File: src/rtl/rom_boot_ctrl_pkg.sv
// Shared state encoding and instruction-memory geometry for the boot loader.
package rom_boot_ctrl_pkg;

    localparam int unsigned IMEM_DEPTH = 2048;
    localparam int unsigned IMEM_AW    = 11;

    typedef enum logic [1:0] {
        StIdle  = 2'd0,
        StCopy  = 2'd1,
        StDrain = 2'd2,
        StDone  = 2'd3
    } boot_state_e;

    function automatic logic [31:0] word_byte_addr(input logic [31:0] idx);
        return idx << 2;
    endfunction

endpackage

File: src/rtl/rom_boot_pipe.sv
// Valid/index delay line matching the code ROM read latency; registers the
// instruction-memory write strobe, byte address and data.
module rom_boot_pipe
    import rom_boot_ctrl_pkg::*;
#(
    parameter int unsigned AW      = IMEM_AW,
    parameter int unsigned SRC_LAT = 1
) (
    input  logic          clk_100MHz,
    input  logic          arst_n,
    input  logic          issue_vld,
    input  logic [AW-1:0] issue_idx,
    input  logic [31:0]   src_data,
    output logic          in_flight,
    output logic          w_ena,
    output logic [31:0]   w_addr,
    output logic [31:0]   w_data
);

    logic          vld_q [SRC_LAT];
    logic [AW-1:0] idx_q [SRC_LAT];

    always_ff @(posedge clk_100MHz or negedge arst_n) begin
        if (!arst_n) begin
            for (int i = 0; i < int'(SRC_LAT); i++) begin
                vld_q[i] <= 1'b0;
                idx_q[i] <= '0;
            end
            w_ena  <= 1'b0;
            w_addr <= '0;
            w_data <= '0;
        end else begin
            vld_q[0] <= issue_vld;
            idx_q[0] <= issue_idx;
            for (int i = 1; i < int'(SRC_LAT); i++) begin
                vld_q[i] <= vld_q[i-1];
                idx_q[i] <= idx_q[i-1];
            end
            // The last delay stage lines up with the ROM data for its index.
            w_ena <= vld_q[SRC_LAT-1];
            if (vld_q[SRC_LAT-1]) begin
                w_addr <= word_byte_addr(32'(idx_q[SRC_LAT-1]));
                w_data <= src_data;
            end
        end
    end

    // Output register excluded: its write lands in the current cycle.
    always_comb begin
        in_flight = 1'b0;
        for (int i = 0; i < int'(SRC_LAT); i++) begin
            in_flight = in_flight | vld_q[i];
        end
    end

endmodule

File: src/rtl/rom_boot_ctrl.sv
// Copies the code ROM image into instruction memory and stalls the core until done.
// Optional ROM_BOOT_CHECKSUM_EN adds checksum_o, the 32-bit sum of all written words.
module rom_boot_ctrl
    import rom_boot_ctrl_pkg::*;
#(
    parameter int unsigned DEPTH     = IMEM_DEPTH,
    parameter int unsigned AW        = IMEM_AW,
    parameter int unsigned SRC_LAT   = 1,
    parameter int unsigned AUTO_BOOT = 1
) (
    input  logic          clk_100MHz,
    input  logic          arst_n,
    input  logic          start_i,
    output logic [AW-1:0] src_addr_o,
    input  logic [31:0]   src_data_i,
    output logic          w_ena_o,
    output logic [31:0]   w_addr_o,
    output logic [31:0]   w_data_o,
    output logic          hold_o,
    output logic          busy_o,
`ifdef ROM_BOOT_CHECKSUM_EN
    output logic          done_o,
    output logic [31:0]   checksum_o
`else
    output logic          done_o
`endif
);

    boot_state_e   state_q;
    logic [AW-1:0] rd_ptr_q;
    logic          boot_q;
    logic          hold_q;
    logic          busy_q;
    logic          done_q;
    logic          in_flight;
    logic          launch;

    assign launch = (state_q == StIdle) && (boot_q || start_i);

    always_ff @(posedge clk_100MHz or negedge arst_n) begin
        if (!arst_n) begin
            state_q  <= StIdle;
            rd_ptr_q <= '0;
            boot_q   <= (AUTO_BOOT != 0);
            hold_q   <= 1'b1;
            busy_q   <= 1'b0;
            done_q   <= 1'b0;
        end else begin
            done_q <= 1'b0;
            unique case (state_q)
                StIdle: begin
                    if (launch) begin
                        state_q  <= StCopy;
                        rd_ptr_q <= '0;
                        boot_q   <= 1'b0;
                        hold_q   <= 1'b1;
                        busy_q   <= 1'b1;
                    end
                end
                StCopy: begin
                    // Stop on the last index rather than wrapping the pointer.
                    if (rd_ptr_q == AW'(DEPTH - 1)) begin
                        state_q <= StDrain;
                    end else begin
                        rd_ptr_q <= rd_ptr_q + 1'b1;
                    end
                end
                StDrain: begin
                    if (!in_flight) begin
                        state_q <= StDone;
                        done_q  <= 1'b1;
                        hold_q  <= 1'b0;
                        busy_q  <= 1'b0;
                    end
                end
                StDone: begin
                    state_q <= StIdle;
                end
            endcase
        end
    end

    // A reload request stalls the core in the very cycle it is seen.
    assign hold_o     = hold_q | ((state_q == StIdle) && start_i);
    assign busy_o     = busy_q;
    assign done_o     = done_q;
    assign src_addr_o = rd_ptr_q;

    rom_boot_pipe #(
        .AW      (AW),
        .SRC_LAT (SRC_LAT)
    ) u_pipe (
        .clk_100MHz (clk_100MHz),
        .arst_n     (arst_n),
        .issue_vld  (state_q == StCopy),
        .issue_idx  (rd_ptr_q),
        .src_data   (src_data_i),
        .in_flight  (in_flight),
        .w_ena      (w_ena_o),
        .w_addr     (w_addr_o),
        .w_data     (w_data_o)
    );

`ifdef ROM_BOOT_CHECKSUM_EN
    logic [31:0] csum_q;

    always_ff @(posedge clk_100MHz or negedge arst_n) begin
        if (!arst_n) begin
            csum_q <= '0;
        end else if (launch) begin
            csum_q <= '0;
        end else if (w_ena_o) begin
            csum_q <= csum_q + w_data_o;
        end
    end

    assign checksum_o = csum_q;
`endif

endmodule

File: config.mk
export PLATFORM = sky130hd
export DESIGN_NAME = rom_boot_ctrl
export DESIGN_NICKNAME = d
export VERILOG_FILES = /design/src/rtl/rom_boot_ctrl_pkg.sv /design/src/rtl/rom_boot_pipe.sv /design/src/rtl/rom_boot_ctrl.sv
export SDC_FILE = /design/constraint.sdc
export NUM_CORES = 1
export LEC_CHECK = 0
export ABC_AREA = 0
export CAP_MARGIN = 20
export CORE_AREA = 10 10 99 101
export CTS_BUF_LIST = sky130_fd_sc_hd__clkbuf_2 sky130_fd_sc_hd__clkbuf_4 sky130_fd_sc_hd__clkbuf_8
export CTS_CLUSTER_DIAMETER = 150
export DETAILED_ROUTE_END_ITERATION = 16
export DIE_AREA = 0 0 109 111
export PLACE_DENSITY = 0.77
export SYNTH_ARGS = -nofsm -noshare
export SYNTH_HDL_FRONTEND = slang
export SYNTH_HIERARCHICAL = 1
export SYNTH_SLANG_ARGS = --single-unit
export TNS_END_PERCENT = 50
File: constraint.sdc
create_clock -name clk_100MHz -period 1.8 [get_ports clk_100MHz]
set_clock_uncertainty 0.05 [all_clocks]
set_input_delay 0.36 -clock clk_100MHz [delete_from_list [all_inputs] [get_ports clk_100MHz]]
set_output_delay 0.36 -clock clk_100MHz [all_outputs]
set_load 0.1 [all_outputs]
# Word level (Yosys, flattened, before mapping)
# Index checks and enable logic that the tools add are counted.
# W data, S select, Z words.
dict set report totals {
  reg_bits 73
  latch_bits 0
  ram_bits 0
  rom_bits 0
  inputBits 35
  out_inout_bits 79
  wordCells 43
  memories 0
}
dict set report classes {
  addsub 1
  mul 0
  div_mod_pow 0
  magnitude_cmp 0
  n_eq_ne 8
  n_shift 0
  n_mux 12
  bitwise 1
  reduce_logical 10
}
# op count
set ops {}
lappend ops {{$mux W11} 2}
lappend ops {{$pmux W11 S2} 1}
lappend ops {{$add A11 B1 Y11 const B} 1}
lappend ops {{$eq A11 B11 Y1 const B} 1}
lappend ops {{$reduce_and A3 Y1} 3}
lappend ops {{$ne A2 B2 Y1 const B} 4}
lappend ops {{$pmux W2 S4} 1}
lappend ops {{$mux W2} 3}
lappend ops {{$eq A2 B2 Y1 const B} 2}
lappend ops {{$mux W1} 4}
lappend ops {{$reduce_bool A2 Y1} 2}
lappend ops {{$eq A2 B1 Y1 const B} 1}
lappend ops {{$logic_and A1 B1 Y1} 2}
lappend ops {{$logic_not A2 Y1} 1}
lappend ops {{$pmux W1 S2} 1}
lappend ops {{$reduce_and A2 Y1} 1}
lappend ops {{$logic_or A1 B1 Y1} 1}
lappend ops {{$or A1 B1 Y1} 1}

# Longest topological paths before layout
# Gate-level depths: netlist (run 1).
dict set report logic_depth {
  word_depth 4
  depth_mapped 7
  mapped_depth_nobuf 6
}

# Cells and area by module
# Netlist (run 1), hierarchy kept.
# module n_inst cells_each area_per_inst_um2 seq_area_each_um2
set by_module_without_submodules {}
lappend by_module_without_submodules {rom_boot_pipe 1 126 2288.4 1401.3}
lappend by_module_without_submodules {rom_boot_ctrl 1 98 949.7 427.9}

# Worst setup path after synthesis (run 1)
# OpenSTA, ideal clock, no wires.
dict set report synth_timing {
  kind {register to register}
  from {reg rd_ptr_q[0], in the netlist src_addr_o[0]}
  to {reg state_q[1]}
  setup_time_ns 0.128
  arrival_ns 2.540
  required_time_ns 1.622
  path_slack_ns -0.917
  stages_incl_launch_ff 7
  n_path_buf 1
  synth_period_minus_slack_ns 2.717
  path_cell_list {dfrtp_1 > ha_1 > nand3_1 > or3b_1 > buf_2 > a221oi_4 > mux2_1}
}
dict set report synth_between {
  elab_chain_cells 3
}
# item line_no
set synth_lines {}
lappend synth_lines {{start: declaration} rom_boot_ctrl.sv:30} ;# logic [AW-1:0] rd_ptr_q;
lappend synth_lines {{start signal: assignment} rom_boot_ctrl.sv:65} ;# rd_ptr_q <= rd_ptr_q + 1'b1;
lappend synth_lines {{$eq A11 B11 Y1} rom_boot_ctrl.sv:62} ;# if (rd_ptr_q == AW'(DEPTH - 1)) begin
lappend synth_lines {{$ne A2 B2 Y1 (no source line)} --}
lappend synth_lines {{$reduce_and A3 Y1 (no source line)} --}
lappend synth_lines {{end signal: assignment} rom_boot_ctrl.sv:63} ;# state_q <= StDrain;
lappend synth_lines {{end signal: assignment} rom_boot_ctrl.sv:70} ;# state_q <= StDone;
lappend synth_lines {{end signal: assignment} rom_boot_ctrl.sv:77} ;# state_q <= StIdle;
lappend synth_lines {{end: declaration} rom_boot_ctrl.sv:29} ;# boot_state_e state_q;
# Every way passes these cells.
# A chain may end at the register's enable or synchronous reset.

# Final worst setup path (run 1)
dict set report layout_timing {
  from {reg rd_ptr_q[9], in the netlist src_addr_o[9]}
  to {reg state_q[1]}
}
# Same word-level chain as after synthesis.

==> results of run 1 <==
-- power by group through the flow --
stage | combinational (W) | clock, W | sequential, W
after floorplan | 0.000279 | 0 | 0.00200
after global placement | 0.000801 | 0 | 0.00175
after detailed placement | 0.000809 | 0 | 0.00175
after CTS | 0.000813 | 0.00166 | 0.00172
after global routing | 0.000835 | 0.00173 | 0.00172
final | 0.000808 | 0.00161 | 0.00172
-- cell usage after synthesis (all sizes together) --
master	number
ha	4
a31o	1
buf	27
o211ai	2
dfrtp	71
nand4	3
a32o	1
and4	1
conb	1
nand2	9
a21oi	1
a21o	2
and2	1
nor3	1
dfstp	2
a31oi	12
nor2b	1
and3	4
nand3b	1
mux2i	2
clkbuf	2
a22o	2
nor3b	1
a221oi	1
mux2	44
inv	6
a2bb2oi	1
nand3	5
nor2	5
o21ai	5
nand2b	3
or3b	2
-- routing by layer --
layer	part of all wire, %	wire, um
met5	0	0
met4	1.3	111
met3	7.6	639
met2	47	3970
met1	44	3650
-- registers in the layout, indices dropped and copies added (netlist names) --
signal / cells
done_o: 1
u_pipe/w_data: 32
src_addr_o: 11
u_pipe/w_ena: 1
u_pipe/w_addr: 11
busy_o: 1
hold_q: 1
state_q: 2
u_pipe/idx_q: 11
u_pipe/in_flight: 1
boot_q: 1
-- final cells by class --
type	count	share of cell area, %
flip-flops and latches	73	35.1
repair buffers	122	33.3
clock inverters	4	1.84
inverters	6	0.425
multi-input cells	136	23.7
well taps	105	2.48
clock buffers	12	3.12
-- path summary, 6_finish.rpt --
path	start	end	slack, ns	cells past startpoint
min in group asynchronous	arst_n	u_pipe/w_data[5]	0.47	2
worst max register to register	src_addr_o[9]	state_q[1]	-0.02	4
worst min-delay path	u_pipe/idx_q[4]	u_pipe/w_addr[6]	0.42	1
max in group asynchronous	arst_n	src_addr_o[0]	0.70	3
worst max-delay path	src_addr_o[9]	state_q[1]	-0.02	4
worst min register to register	u_pipe/idx_q[4]	u_pipe/w_addr[6]	0.42	1
-- worst register-to-register path, cell delays in order (launching register included) --
cell and delay (ns):
dfrtp_4 0.41, and4_1 0.23, or3b_4 0.42, a221oi_4 0.27, mux2_4 0.32
-- what timing repair did --
| action | 4_1_cts | 5_1_grt |
|---|---|---|
| cloned | 0 | 0 |
| hold buffers | 1 | 0 |
| hold endpoints to repair | 26 | 0 |
| pin swaps | 1 | 1 |
| gates resized for setup | 6 | 3 |
| buffers inserted | 2 | 1 |
| setup endpoints to repair | 12 | 11 |
-- logic make-up (layout without fill, tap and decap cells) --
| kind of cell | count (synthesis) | count (layout) | synth area share [%] |
|---|---|---|---|
| DFF | 73 | 73 | 56.5 |
| and+or+nand+nor | 37 | 37 | 6.14 |
| AOI/OAI and AO/OA | 28 | 28 | 6.38 |
| adders and majority gates | 4 | 4 | 1.55 |
| buffers and inverters | 35 | 144 | 8.77 |
| other | 1 | 21 | 0.116 |
| muxes | 46 | 46 | 20.6 |
-- per-stage QoR --
step	setup slack (ns)	power (W)	TNS, ns
after floorplan	-0.353	0.00228	-0.973
after global placement	-0.241	0.00255	-2.18
after detailed placement	-0.296	0.00256	-2.66
after CTS	-0.0348	0.00419	-0.0348
after global routing	-0.105	0.00429	-0.541
final	-0.0179	0.00414	-0.0179
==> impl_metrics.py, run 1 <==
metrics = {
    "run_status": {
        "status": "finished, violations left",
        "violations": "negative setup slack",
    },
    "global_routing": {
        "grt_pass1_vias": 2507,
        "antenna_found_initial": 0,
        "groute.layer.met1.usage_pct": 17.7,
        "grt_util_met3_pct": 4.36,
        "grtUsageMet2_pct": 22.0,
        "grt_use_total_pct": 14.1,
        "gr-total-overflow": 0,
        "grt_pass1_wl_um": 13600,
        "grt-busiest-layer": "met2",
        "grt_max_degree": 32,
    },
    "setup_path": {
        "max_stage_delay_ns": 0.42,
        "crit_type": "flip-flop to flip-flop",
        "crit_chain": "and4_1 -> or3b_4 -> a221oi_4 -> mux2_4",
        "start_kind": "flip-flop",
        "arrival_ns": 2.00,
        "worst-path-buf-inv": 0,
        "cp-end-kind": "flip-flop",
        "worstPathRequired_ns": 1.98,
        "cpMaxStageDelayCell": "or3b_4",
        "crit_family": "simple AND/OR/NAND/NOR gates",
        "cp_max_fo": 2,
    },
    "clock_tree": {
        "cts.clk_slew.worst_paths_ns": 0.07,
        "cts_buffers": 9,
        "cts_buffer_depth": 2,
        "h-tree-depth": 3,
        "cts_sinks": 73,
        "insertion_delay_ns": 0.34,
        "cts_tree": "built",
        "ctsRootBufferMaster": "clkbuf_8",
    },
    "pwr": {
        "switching_share_pct": 28.3,
        "powerDensity_nw_per_um2": 782,
        "p_leak_nw": 2.57,
        "clkPwrFrac_pct": 39.0,
        "seqPwrFrac_pct": 41.5,
        "ir_drop_mv": 0.398,
        "pwr-share-comb_pct": 19.5,
        "p_int_w": 0.00297,
        "power.switching_w": 0.00117,
    },
    "flow_run": {
        "drv_cap": 0,
    },
    "synth": {
        "ys_ff_latch": 73,
        "avgSynthCellArea_um2": 14.5,
        "yosysSeqAreaShare_pct": 56.5,
        "yosysTopAreaCell": "dfrtp_1",
        "synth_top_area_share_pct": 54.9,
        "ys_warn_count": 6,
        "synth_cell_type_count": 38,
        "synth_area_leaders": "dfrtp_1 (55%), mux2_4 (19%), buf_4 (4.9%)",
        "synthCells": 224,
        "syn_area_um2": 3240,
    },
    "finish": {
        "nets": 387,
        "register_area_um2": 1860,
        "final_cell_area_um2": 5300,
        "drive_gt1_share_pct": 48.7,
        "syn_to_final_growth_pct": 63.6,
        "fin_cells": 458,
        "final_core_util_pct": 66.5,
        "multi_input_area_um2": 1260,
        "fill_cells": 516,
        "n_antenna_cell": 0,
        "layout_commonest_cell": "buf_12",
        "layout_common_cells": "buf_12 (61), dfrtp_1 (59), mux2_4 (41)",
    },
    "timing": {
        "layout_setup_ws_ns": -0.0179,
        "rsz0062_at_grt": "yes",
        "final_max_slew_viol_count": 0,
        "finalCritPeriodShare_pct": 101,
        "setup_viol_count_final": 1,
        "tightest_slew_ns": 0.525,
        "min_period_ns": 1.82,
        "slew_headroom_pct": 64.9,
        "clock.fmax_mhz": 550,
        "hold_slack_ns": 0.424,
        "timing_hold_violations_final": 0,
    },
    "placed_design": {
        "portBuffers": 92,
        "dp.cells": 439,
        "gp_congestion": 0.812,
        "dpl.hpwl_um": 6340,
        "placed_area_um2": 4970,
    },
    "route": {
        "vias_per_cell": 4.83,
        "drt-pass1-iter-count": 4,
        "num_vias": 2211,
        "drtIter0Drc": 119,
        "ant_nets": 0,
        "detail_route.wl_per_cell_um": 18.3,
        "drc_errors": 0,
        "routed_wl_um": 8370,
    },
    "worst_hold_path": {
        "hold_path_class": "flip-flop to flip-flop",
    },
    "floorplan": {
        "start_util_pct": 40.6,
        "io_pins": 114,
        "die_h_um": 111,
        "die_x_um": 109,
        "rows": 33,
        "die-area_um2": 12100,
        "fp.coreArea_um2": 7970,
    },
}
Note: power is estimated with default switching activity, not from simulation.
==> inputs of run 2 (changes only) <==
CORE_AREA = 2 2 91 93   (was 10 10 99 101)
DIE_AREA = 0 0 93 95   (was 0 0 109 111)
==> run 2 against run 1 <==
Against the previous run: the flow still finishes with violations (negative setup slack); fmax fell by 2.8%; register-to-register slack worse by 0.05 ns; sequential cell count is the same; largest cell class unchanged; worst setup slack got worse by 0.053 ns; die area decreased by 27%; highest routed layer unchanged; via count down 0.90%.
==> impl_metrics.py, run 2 (synthesized netlist as in run 1, its figures left out) <==
metrics = {
    "global_routing": {
        "grt_pass1_wl_um": 11400,
        "grt_pass1_vias": 2201,
        "gr-total-overflow": 0,
        "antenna_found_initial": 0,
        "grt_max_degree": 30,
        "grt_use_total_pct": 16.8,
    },
    "finish": {
        "drive_gt1_share_pct": 48.4,
        "layout_common_cells": "buf_12 (61), dfrtp_1 (59), mux2_4 (41)",
        "syn_to_final_growth_pct": 61.5,
        "register_area_um2": 1860,
        "layout_commonest_cell": "buf_12",
        "fin_cells": 458,
        "n_antenna_cell": 0,
        "largest_reg_flops": 32,
        "multi_input_area_um2": 1260,
        "fill_cells": 537,
        "largest_register": "u_pipe/w_data",
        "nets": 387,
    },
    "timing": {
        "setup_viol_count_final": 2,
        "clock.fmax_mhz": 535,
        "min_period_ns": 1.87,
        "rsz0062_at_grt": "yes",
        "timing_hold_violations_final": 0,
        "tightest_slew_ns": 0.517,
        "finalCritPeriodShare_pct": 104,
        "layout_setup_ws_ns": -0.0708,
        "final_max_slew_viol_count": 0,
        "slew_headroom_pct": 65.4,
    },
    "route": {
        "ant_nets": 0,
        "met3_length_um": 485,
        "routed_wl_um": 7290,
        "wl_met2_um": 3470,
        "drtIter0Drc": 103,
        "detail_route.wl_per_cell_um": 15.9,
        "drc_errors": 0,
        "wl_met1_um": 3200,
        "vias_per_cell": 4.78,
        "dr.max_layer_used": "met4",
        "drt-pass1-iter-count": 4,
        "num_vias": 2191,
    },
    "clock_tree": {
        "cts_sinks": 73,
        "ctsRootBufferMaster": "clkbuf_8",
        "cts_buffer_depth": 2,
        "cts.clk_slew.worst_paths_ns": 0.08,
        "insertion_delay_ns": 0.33,
        "cts_tree": "built",
        "h-tree-depth": 3,
        "cts_buffers": 9,
    },
    "pwr": {
        "switching_share_pct": 31.3,
        "pwr-share-comb_pct": 21.6,
        "fin_total_pwr_w": 0.00371,
        "power.switching_w": 0.00116,
        "powerDensity_nw_per_um2": 709,
        "p_int_w": 0.00255,
        "ir_drop_mv": 0.461,
        "p_leak_nw": 2.54,
        "clkPwrFrac_pct": 32.1,
        "seqPwrFrac_pct": 46.3,
    },
    "setup_path": {
        "crit_chain": "ha_4 -> nand3_4 -> or3b_4 -> a221oi_4 -> mux2_4",
        "cp_max_fo": 3,
        "arrival_ns": 2.04,
        "worstPathRequired_ns": 1.97,
        "cpMaxStageDelayCell": "dfrtp_4",
        "reg2reg_to": "state_q[1]",
        "max_stage_delay_ns": 0.44,
        "crit_type": "flip-flop to flip-flop",
        "r2r_start": "src_addr_o[0]",
        "start_kind": "flip-flop",
        "ff2ff_setup_slack_ns": -0.07,
        "rr_worst_depth": 5,
        "cp-end-kind": "flip-flop",
    },
    "run_status": {
        "violations": "negative setup slack",
        "status": "finished, violations left",
    },
    "floorplan": {
        "die-area_um2": 8840,
        "rows": 33,
        "io_pins": 114,
        "fp.coreArea_um2": 7930,
        "start_util_pct": 40.8,
        "die_h_um": 95,
        "die_x_um": 93,
    },
    "placed_design": {
        "dpl.hpwl_um": 5300,
        "portBuffers": 92,
        "gp_congestion": 0.817,
        "dp.cells": 436,
    },
    "worst_hold_path": {
        "hold_path_class": "input port to asynchronous set/reset pin",
    },
    "flow_run": {
        "drv_cap": 0,
    },
}
[run 2: what timing repair did]
action	4_1_cts	5_1_grt
endpoints found under the hold margin	24	0
resized for setup	3	6
setup endpoints to repair	12	13
pin swaps	0	5
buffers inserted	0	5
hold buffers	1	0
gates cloned	0	0
[run 2: area by class of cell]
class	instances	area share (%)
clock buffer	12	3.16
clock inverter	4	0.503
inverter	6	0.431
multi-input combinational	136	24.0
sequential	73	35.6
tap	105	2.51
timing repair buffer	122	33.8
[run 2: metrics by stage]
| stage | hold WS, ns | worst slack, ns | setup TNS [ns] | area, um2 | utilization, % |
|---|---|---|---|---|---|
| floorplan | 0.0144 | -0.353 | -0.973 | 3370 | - |
| global placement | 0.237 | -0.262 | -2.49 | 4950 | 62.5 |
| detailed placement | 0.243 | -0.389 | -3.58 | 4950 | 62.5 |
| CTS | 0.416 | -0.137 | -0.195 | 5170 | 65.2 |
| global route | 0.438 | -0.118 | -0.375 | 5230 | 66.0 |
| finish | 0.426 | -0.0708 | -0.120 | 5230 | 66.0 |
[run 2: critical path, delay by kind of cell, from the launching register on]
| kind | cells | cell delay [ns] |
|---|---|---|
| fa+ha+maj | 1 | 0.15 |
| compound gates | 1 | 0.29 |
| simple gates | 2 | 0.50 |
| mux | 1 | 0.32 |
| flops | 1 | 0.44 |
[run 2: how the worst max path moves through the flow]
stage	to	slack, ns	cells past startpoint	from
after floorplan	state_q[1]	-0.35	6	src_addr_o[0]
after global placement	src_addr_o[1]	-0.26	5	start_i
after detailed placement	src_addr_o[3]	-0.39	5	start_i
after CTS	hold_o	-0.14	5	state_q[0]
after global routing	state_q[1]	-0.12	5	src_addr_o[0]
final	state_q[1]	-0.07	5	src_addr_o[0]
[run 2: power groups by stage]
| stage | Sequential (W) | Clock, W | Combinational, W |
|---|---|---|---|
| 5_1_grt | 0.00172 | 0.00130 | 0.000824 |
| 4_1_cts | 0.00172 | 0.00123 | 0.000806 |
| 6_report | 0.00172 | 0.00119 | 0.000802 |
| 3_3_place_gp | 0.00175 | 0 | 0.000796 |
| 2_1_floorplan | 0.00200 | 0 | 0.000279 |
| 3_5_place_dp | 0.00175 | 0 | 0.000802 |
[run 2: layer usage]
metal  up-vias  global-route usage (%)
li1       1003                       -
met1      1072                    22.6
met2       104                    26.1
met3        12                    4.63
met4         0                    6.25
met5         -                       0
==> inputs of run 3 (changes only) <==
--- a/constraint.sdc
+++ b/constraint.sdc
@@ -3,3 +3,3 @@
 set_input_delay 0.36 -clock clk_100MHz [delete_from_list [all_inputs] [get_ports clk_100MHz]]
 set_output_delay 0.36 -clock clk_100MHz [all_outputs]
-set_load 0.1 [all_outputs]
+set_load 0.05 [all_outputs]
==> run 3 against run 2 <==
Against the previous run: the run still ends with negative setup slack left; combinational power fell by 42%; sequential cell count did not move; total power fell by 3.3%; cell area fell by 12%; wire length fell by 4.2%; critical path depth rose by 1; sequential share of layout area rose by 4.7 points; fmax fell by 1.1%; critical path type is now flip-flop to output pin; critical endpoint is now hold_o; largest cell class unchanged; largest power group unchanged; highest routed layer unchanged.
==> impl_metrics.py, run 3 (synthesized netlist as in run 1, its figures left out) <==
metrics = {
    "run_status": {
        "status": "finished, violations left",
        "violations": "negative setup slack",
    },
    "finish": {
        "n_antenna_cell": 0,
        "multi_input_area_um2": 1280,
        "largest_reg_flops": 32,
        "register_area_um2": 1840,
        "fill_cells": 616,
        "largest_register": "u_pipe/w_data",
        "drive_gt1_share_pct": 50.4,
        "nets": 392,
        "layout_common_cells": "buf_4 (88), dfrtp_1 (59), mux2_4 (41)",
        "syn_to_final_growth_pct": 41.5,
        "layout_commonest_cell": "buf_4",
    },
    "route": {
        "drt-pass1-iter-count": 4,
        "detail_route.wl_per_cell_um": 15.1,
        "drtIter0Drc": 62,
        "num_vias": 2201,
        "drc_errors": 0,
        "vias_per_cell": 4.76,
        "routed_wl_um": 6980,
        "ant_nets": 0,
    },
    "clock_tree": {
        "insertion_delay_ns": 0.36,
        "cts_buffer_depth": 2,
        "cts_buffers": 9,
        "h-tree-depth": 3,
        "cts_sinks": 73,
        "ctsRootBufferMaster": "clkbuf_8",
        "cts_tree": "built",
        "cts.clk_slew.worst_paths_ns": 0.07,
    },
    "pwr": {
        "fin_total_pwr_w": 0.00359,
        "powerDensity_nw_per_um2": 782,
        "pwr-share-comb_pct": 13.0,
        "p_int_w": 0.00265,
        "switching_share_pct": 26.1,
        "p_leak_nw": 2.31,
        "clkPwrFrac_pct": 39.7,
        "seqPwrFrac_pct": 47.3,
        "ir_drop_mv": 0.303,
        "power.switching_w": 0.000937,
    },
    "setup_path": {
        "worstPathRequired_ns": 1.39,
        "arrival_ns": 1.48,
        "r2r_start": "state_q[1]",
        "start_kind": "flip-flop",
        "ff2ff_setup_slack_ns": -0.06,
        "crit_path_start": "state_q[1]",
        "cp_max_fo": 2,
        "crit_type": "flip-flop to output pin",
        "cp-end-kind": "output pin",
    },
    "timing": {
        "clock.fmax_mhz": 529,
        "layout_setup_ws_ns": -0.0915,
        "rsz0062_at_grt": "yes",
        "setup_viol_count_final": 8,
        "timing_hold_violations_final": 0,
        "finalCritPeriodShare_pct": 105,
        "min_period_ns": 1.89,
        "final_max_slew_viol_count": 0,
    },
    "worst_hold_path": {
        "hold_path_class": "input port to asynchronous set/reset pin",
    },
    "flow_run": {
        "drv_cap": 0,
    },
    "floorplan": {
        "fp.coreArea_um2": 7930,
        "io_pins": 114,
        "die_x_um": 93,
        "die_h_um": 95,
        "start_util_pct": 40.8,
        "rows": 33,
        "die-area_um2": 8840,
    },
    "placed_design": {
        "portBuffers": 92,
        "dpl.hpwl_um": 4760,
        "gp_congestion": 0.832,
        "pre_cts_ws_ns": -0.425,
    },
    "global_routing": {
        "antenna_found_initial": 0,
        "grt_use_total_pct": 16.1,
        "grt_pass1_vias": 2185,
        "gr-total-overflow": 0,
        "grt_pass1_wl_um": 10900,
        "grt_max_degree": 31,
    },
}
## run 3: worst max-delay path, stage by stage (launching register included)
cell and delay, ns:
dfrtp_1 0.37, inv_2 0.06, ha_4 0.16, buf_6 0.11, buf_6 0.10, a21o_1 0.17, buf_12 0.15
## run 3: power groups by stage
stage,combinational [W],clock [W],sequential [W]
floorplan,0.000185,0,0.00186
CTS,0.000470,0.00144,0.00170
finish,0.000467,0.00142,0.00170
global route,0.000489,0.00154,0.00170
global placement,0.000462,0,0.00173
detailed placement,0.000466,0,0.00173
## run 3: final timing paths
path | endpoint | cells past startpoint
worst min register to register | u_pipe/w_addr[2] | 1
worst max-delay path | hold_o | 6
worst max register to register | src_addr_o[1] | 8
max in group asynchronous | u_pipe/w_data[17] | 3
min in group clk_100MHz | u_pipe/w_addr[2] | 1
worst min-delay path | u_pipe/w_data[3] | 2
## run 3: cell type report
type	instances	share of cell area, %
Inverter	6	0.491
Clock inverter	5	1.75
Timing Repair Buffer	127	23.6
Clock buffer	10	3.00
Sequential cell	73	40.2
Tap cell	105	2.87
Multi-Input combinational cell	136	28.0
## run 3: layer usage
metal / up-vias / share of wire [%] / global-route usage [%]
li1: 1002 / - / -
met5: - / 0 / 0
met1: 1086 / 44 / 20.6
met2: 102 / 47 / 25.8
met4: 0 / 1.5 / 6.25
met3: 11 / 7.1 / 4.87
## run 3: timing repair
item,4_1_cts,5_1_grt
pin swaps,2,10
gates resized for setup,10,7
setup endpoints to repair,11,12
hold buffers,1,0
hold endpoints to repair,25,0
buffers inserted,4,4
## run 3: metrics by stage
step | hold slack [ns] | util (%) | instances | cell area (um2) | setup TNS [ns]
2_1_floorplan | 0.0144 | - | 244 | 3360 | -0.400
3_3_place_gp | 0.268 | 53.4 | 439 | 4240 | -2.75
3_5_place_dp | 0.267 | 53.4 | 439 | 4240 | -3.51
4_1_cts | 0.428 | 57.2 | 459 | 4530 | -0.160
5_1_grt | 0.440 | 57.8 | 462 | 4580 | -0.799
6_report | 0.429 | 57.8 | 462 | 4580 | -0.271
